**src/rtl/block_unpadding.sv**
```systemverilog
// rtl/block_unpadding.sv - serializes 64-bit Ascon blocks MSB-byte-first, dropping the final block's padding
module block_unpadding (
    input  logic        clk_i,
    input  logic        rst_i,
    input  logic        blk_valid_i,
    output logic        blk_ready_o,
    input  logic [63:0] blk_data_i,
    input  logic        blk_last_i,
    input  logic [2:0]  blk_nbytes_i,
    output logic        byte_valid_o,
    input  logic        byte_ready_i,
    output logic [7:0]  byte_data_o,
    output logic        byte_last_o,
    output logic        done_o
);

    typedef enum logic {
        IDLE,
        DRAIN
    } state_t;

    state_t      state_q, state_d;
    logic [63:0] shift_q, shift_d;
    logic [3:0]  rem_q, rem_d;
    logic        last_q, last_d;
    logic        done_q, done_d;

    logic        in_drain;
    logic        blk_hs;
    logic        byte_hs;
    logic [3:0]  load_cnt;

    // Outputs are gated by rst_i so nothing is offered in the reset cycle itself.
    assign in_drain     = (state_q == DRAIN);
    assign blk_ready_o  = !in_drain && !rst_i;
    assign byte_valid_o = in_drain && !rst_i;
    assign byte_data_o  = byte_valid_o ? shift_q[63:56] : 8'h00;
    assign byte_last_o  = byte_valid_o && last_q && (rem_q == 4'd1);
    assign done_o       = done_q && !rst_i;

    assign blk_hs   = blk_valid_i && blk_ready_o;
    assign byte_hs  = byte_valid_o && byte_ready_i;
    assign load_cnt = blk_last_i ? {1'b0, blk_nbytes_i} : 4'd8;

    always_comb begin
        state_d = state_q;
        shift_d = shift_q;
        rem_d   = rem_q;
        last_d  = last_q;
        done_d  = 1'b0;
        case (state_q)
            IDLE: begin
                if (blk_hs) begin
                    shift_d = blk_data_i;
                    last_d  = blk_last_i;
                    rem_d   = load_cnt;
                    // An empty final block carries only padding: finish without draining.
                    if (load_cnt == 4'd0) begin
                        done_d = 1'b1;
                    end else begin
                        state_d = DRAIN;
                    end
                end
            end
            DRAIN: begin
                if (byte_hs) begin
                    shift_d = {shift_q[55:0], 8'h00};
                    rem_d   = rem_q - 4'd1;
                    if (rem_q == 4'd1) begin
                        state_d = IDLE;
                        done_d  = last_q;
                    end
                end
            end
            default: state_d = IDLE;
        endcase
    end

    always_ff @(posedge clk_i) begin
        if (rst_i) begin
            state_q <= IDLE;
            shift_q <= 64'd0;
            rem_q   <= 4'd0;
            last_q  <= 1'b0;
            done_q  <= 1'b0;
        end else begin
            state_q <= state_d;
            shift_q <= shift_d;
            rem_q   <= rem_d;
            last_q  <= last_d;
            done_q  <= done_d;
        end
    end

endmodule

```
**config.mk**
```make
export PLATFORM = sky130hd
export DESIGN_NAME = block_unpadding
export DESIGN_NICKNAME = d
export VERILOG_FILES = /design/src/rtl/block_unpadding.sv
export SDC_FILE = /design/constraint.sdc
export NUM_CORES = 1
export LEC_CHECK = 0
export ABC_CLOCK_PERIOD_IN_PS = 1900
export CAP_MARGIN = 20
export CORE_MARGIN = 4
export CORE_UTILIZATION = 51
export DETAILED_ROUTE_END_ITERATION = 10
export MAX_ROUTING_LAYER = met4
export PLACE_DENSITY = 0.91
export SYNTH_ARGS = -nofsm -noshare
export SYNTH_HDL_FRONTEND = slang
export SYNTH_SLANG_ARGS = --single-unit
```
**constraint.sdc**
```tcl
create_clock -name clk_i -period 1.9 [get_ports clk_i]
set_clock_uncertainty 0.1 [all_clocks]
set_input_delay 0.38 -clock clk_i [delete_from_list [all_inputs] [get_ports clk_i]]
set_output_delay 0.38 -clock clk_i [all_outputs]
set_load 0.1 [all_outputs]
```
Word-level counts from Yosys, hierarchy flattened
Cells that the tools add are included.
Operators by class
  $add $sub $neg: 1
  equality and inequality tests: 3
  mux-type cells: 18
  bitwise logic cells: 1
  reduce and logical (&&, ||, !) cells: 12
Operators by type and width (count)
  $mux W64: 2
  $pmux W64 S2: 1
  $mux W4: 3
  $mux W1: 8
  $mux W8: 1
  $pmux W4 S2: 1
  $logic_and A1 B1 Y1: 7
  $eq A4 B1 Y1 const B: 1
  $logic_not A4 Y1: 1
  $pmux W1 S2: 2
  $reduce_and A2 Y1: 2
  $sub A4 B1 Y4 const B: 1
  $logic_not A1 Y1: 2
  $ne A2 B1 Y1 const B: 1
  $ne A2 B2 Y1 const B: 1
  $not A1 Y1: 1
Storage, ports and cells
  flip-flop bits (word level): 71
  input port bits: 72
  output and inout port bits: 12
  word-level logic and storage cells: 40

Longest topological paths before layout
  word-level depth: 5
  mapped depth: 6
  mapped depth without buffers: 5

Worst setup path before layout
No wires, ideal clock.
  kind: in2out
  start point: in rst_i
  end point: out byte_last_o
  data arrival time: 2.573 ns
  required time: 1.420 ns
  slack: -1.153 ns
  stages: 4
  path buffers: 2
  path through: buf_2 -> nor2b_1 -> clkbuf_1 -> and4_1
On the way
  longest elaborated chain between the ends: 4
RTL lines
  start: declaration: line 4  | input logic rst_i,
  $logic_not A1 Y1: line 36  | assign byte_valid_o = in_drain && !rst_i;
  $logic_and A1 B1 Y1: line 36
  net byte_valid_o: line 10  | output logic byte_valid_o,
  $logic_and A1 B1 Y1 (2 in a row): line 38  | assign byte_last_o = byte_valid_o && last_q && (rem_q == 4'd1);
  end: declaration: line 13  | output logic byte_last_o,
The timed path passes the listed nets, and every way through them passes these cells.

Worst setup path after layout
  start point: reg state_q, in the netlist in_drain
  end point: out byte_data_o[4]
On the way
  longest elaborated chain between the ends: 2
RTL lines
  start: declaration: line 22  | state_t state_q, state_d;
  start signal: assignment: line 87  | state_q <= state_d;
  $logic_and A1 B1 Y1: line 36
  $mux W8: line 37  | assign byte_data_o = byte_valid_o ? shift_q[63:56] : 8'h00;
  end: declaration: line 12  | output logic [7:0] byte_data_o,
Every way passes these cells.

==> summary.md <==
| Metric | Value |
|---|---|
| Vias | 3,025 |
| Die area | 8689 um^2 |
| Area share of the leading cell type in the synthesized netlist | 0.3838 |
| Synth cell count leaders | 71 x dfxtp_1, 58 x mux2i_1, 55 x a21oi_1 |
| Syn Nets | 427 |
| Gpl congestion | 0.8403 |
| Ys flop type | dfxtp_1 |
| Final setup fails | 0 |
| Hold slack | 0.3768 ns |
| Port bufs | 83 |
| Fin area | 4974 um^2 |
| Clock power share | 0.294 |
| Pins Over Slew Limit | 0 |
| Worst Hold Path EP | shift_q[7] |
| CTS tree | yes |
| Cells after DPL | 507 |
| Syn Std Cell Area | 3704 um^2 |
| Worst-Skew Late Latency | 0.34 ns |
| RSZ-0062 raised after global routing | false |
| Reg-to-reg startpoint | in_drain |
| Sw Share | 0.2942 |
| Starting Density | 0.5362 |
| Final nets | 500 |
| Outcome | complete, no violations |
| Total clock sinks | 71 |
| Max-slew headroom | 0.5970 |
| Buf/Inv on CP | 2 |
| CP max stage cell | dfxtp_4 |
| Leak | 1.731 nW |
| Achievable frequency | 544.4 MHz |
| Hold Vio Cnt, Final | 0 |
| Final setup TNS | 0 ns |
| Synth Area per Inst | 10.49 um^2 |
| Nature of the critical path endpoint | output pin |
| Total chip power | 3.641 mW |
| Antenna viol nets, final | 0 |
| DRC Markers | 0 |
| First-pass GRT wire length | 14.81 mm |
| Power per cell area | 732.1 nW/um^2 |
| # rows | 30 |
| Final wirelength | 9.185 mm |
| Fin util | 0.7201 |
| Total Routing Usage GR | 0.2194 |
| H-tree depth | 3 |
| Die height | 93.22 um |
| Initial DRC Count | 202 |
| Synth cell types | 36 |
| Die X | 93.22 um |
| Cells after synthesis | 353 |
| Max stage delay on crit path | 0.35 ns |
| Vias in the first global route | 3,109 |
| Vias/cell | 5.751 |
| Logic pwr share | 0.251 |
| Ys Warns | 0 |
| Worst EP arrival | 1.36 ns |
| Clock buffer count from CTS | 9 |
| Initial antenna violation count | 0 |
| Post-synthesis sequential area ratio | 0.3838 |
| Critical path startpoint category | flip-flop |
| HP Class | flip-flop to flip-flop |
| Hold Path Origin | shift_q[7] |
| Hold Path Cell Cnt | 2 |
| Finished Layout Cells | 526 |
| Req. time, crit path | 1.42 ns |
| Post-synth top area cell | dfxtp_1 |
| Root buffer cell | clkbuf_8 |
| Reg2reg end | shift_q[49] |
| Detailed Place HPWL | 6.245 mm |
| Ranking of synthesized cells by area | dfxtp_1 38%, a211oi_2 17%, mux2i_1 16% |
| Deepest clock path buffer count | 2 |
| Max-cap viol count | 0 |
| Top-count cell post-synth | dfxtp_1 |
| Ys async rst share | 0 |
| Crit path max-delay family | flip-flops |
| GRT overflow | 0 |
| # diodes | 0 |
| Register share of total power | 0.455 |
| Drt first pass iters | 4 |
| Area Overhead vs Synth | 34.29% |
| Worst VDD drop | 0.0005288 V |
| Core Area | 6907 um^2 |
| R2R Setup Slk | 0.17 ns |
| Post-synth EDFFs | 0 |
| Critical path type | flip-flop to output pin |
| Tmin final | 1.837 ns |
| Fin crit share | 0.9669 |
| Placed cell areas | 4761 um^2 |
| Slew of the pin with the lowest slew margin | 0.5927 ns |
| Largest net degree at the start of global routing | 68 |
| CTS clk-pin slew, worst paths | 0.07 ns |
| I/O pins | 84 |
| #FFs+latches synth | 71 |
| Layout cells sized above 1 | 0.2860 |
| Routed len/inst | 17.46 um |
| Psw | 1.071 mW |
| R2r worst-path depth | 5 |
| Cell Int Power | 2.570 mW |
| Hold Buf Count CTS | 0 |
| Setup WS post-layout | 0.06297 ns |
| Critical path, cell by cell | nor2b_4, buf_2, and2_4, buf_12 |
| Crit-path max FO | 4 |
| Dpl ws | -0.1833 ns |
-- area by class of cell --
cell class / instances / area [um^2]
fill: 525 / 1933
clock buffer: 12 / 155.1
clock inverter: 3 / 18.77
multi-input combinational: 238 / 2076
timing repair buffer: 102 / 1164
tap: 96 / 120.1
inverter: 4 / 15.01
sequential: 71 / 1425
-- cells by family (layout without fill, tap and decap cells) --
kind of cell / count (synthesis) / in the layout / share of synthesized area
adders and majority gates: 2 / 2 / 0.006756
DFF: 71 / 71 / 0.3838
muxes: 60 / 60 / 0.1639
buffers and inverters: 44 / 121 / 0.06891
and+or+nand+nor: 35 / 35 / 0.06081
AOI/OAI and AO/OA: 141 / 141 / 0.3159
-- routing by layer --
metal  part of all wire  GRT usage  vias to the layer above  routed length, um
met4             0.0061    0.05861                        0                 56
met2               0.51     0.3755                       83               4706
met5                  0          -                        -                  0
met1               0.43     0.2612                     1463               3965
met3              0.050    0.04907                        5                458
li1                   -          -                     1474                  -
-- tightest hold or removal path, cell delays in order, from the launching register on --
cell     delay (ns)
dfxtp_1        0.31
o21ai_0        0.07
a21oi_1        0.06
-- how the worst max path moves through the flow --
stage,depth (start not counted),startpoint,endpoint
after global routing,4,in_drain,byte_data_o[1]
after floorplan,4,rst_i,byte_last_o
after detailed placement,4,byte_ready_i,shift_q[0]
after global placement,4,byte_ready_i,shift_q[4]
final,4,in_drain,byte_data_o[4]
after CTS,4,in_drain,byte_data_o[2]
-- power by group through the flow --
stage               logic (mW)  clock network [mW]  registers [mW]
finish                   0.914                1.07            1.66
global route             0.978                1.15            1.67
floorplan                0.621                   0            1.67
detailed placement       0.884                   0            1.70
CTS                      0.909                1.09            1.66
global placement         0.857                   0            1.69
-- state kept, by name (all words and copies together) (netlist names) --
name      cells
shift_q      64
done_q        1
last_q        1
in_drain      1
rem_q         4
-- what timing repair did --
action                     CTS  global route
pin swaps                    0             0
resized for setup            0             4
setup endpoints to repair   10            19
buffers inserted             3             0
gates cloned                 0             1
-- placed cells by master (no fill, tap or decap), drive strengths merged, types with 2 or more instances in the layout --
cell type,count
o211ai,2
a21oi,65
clkdlybuf4s50,70
nand2,4
buf,32
o21ai,8
nand4b,8
clkinv,3
mux2i,58
inv,4
mux2,2
clkbuf,12
o31ai,2
nor2b,5
a211oi,58
ha,2
dfxtp,71
nor2,5
and2,8
No activity file was read; power rests on OpenSTA's default activity.
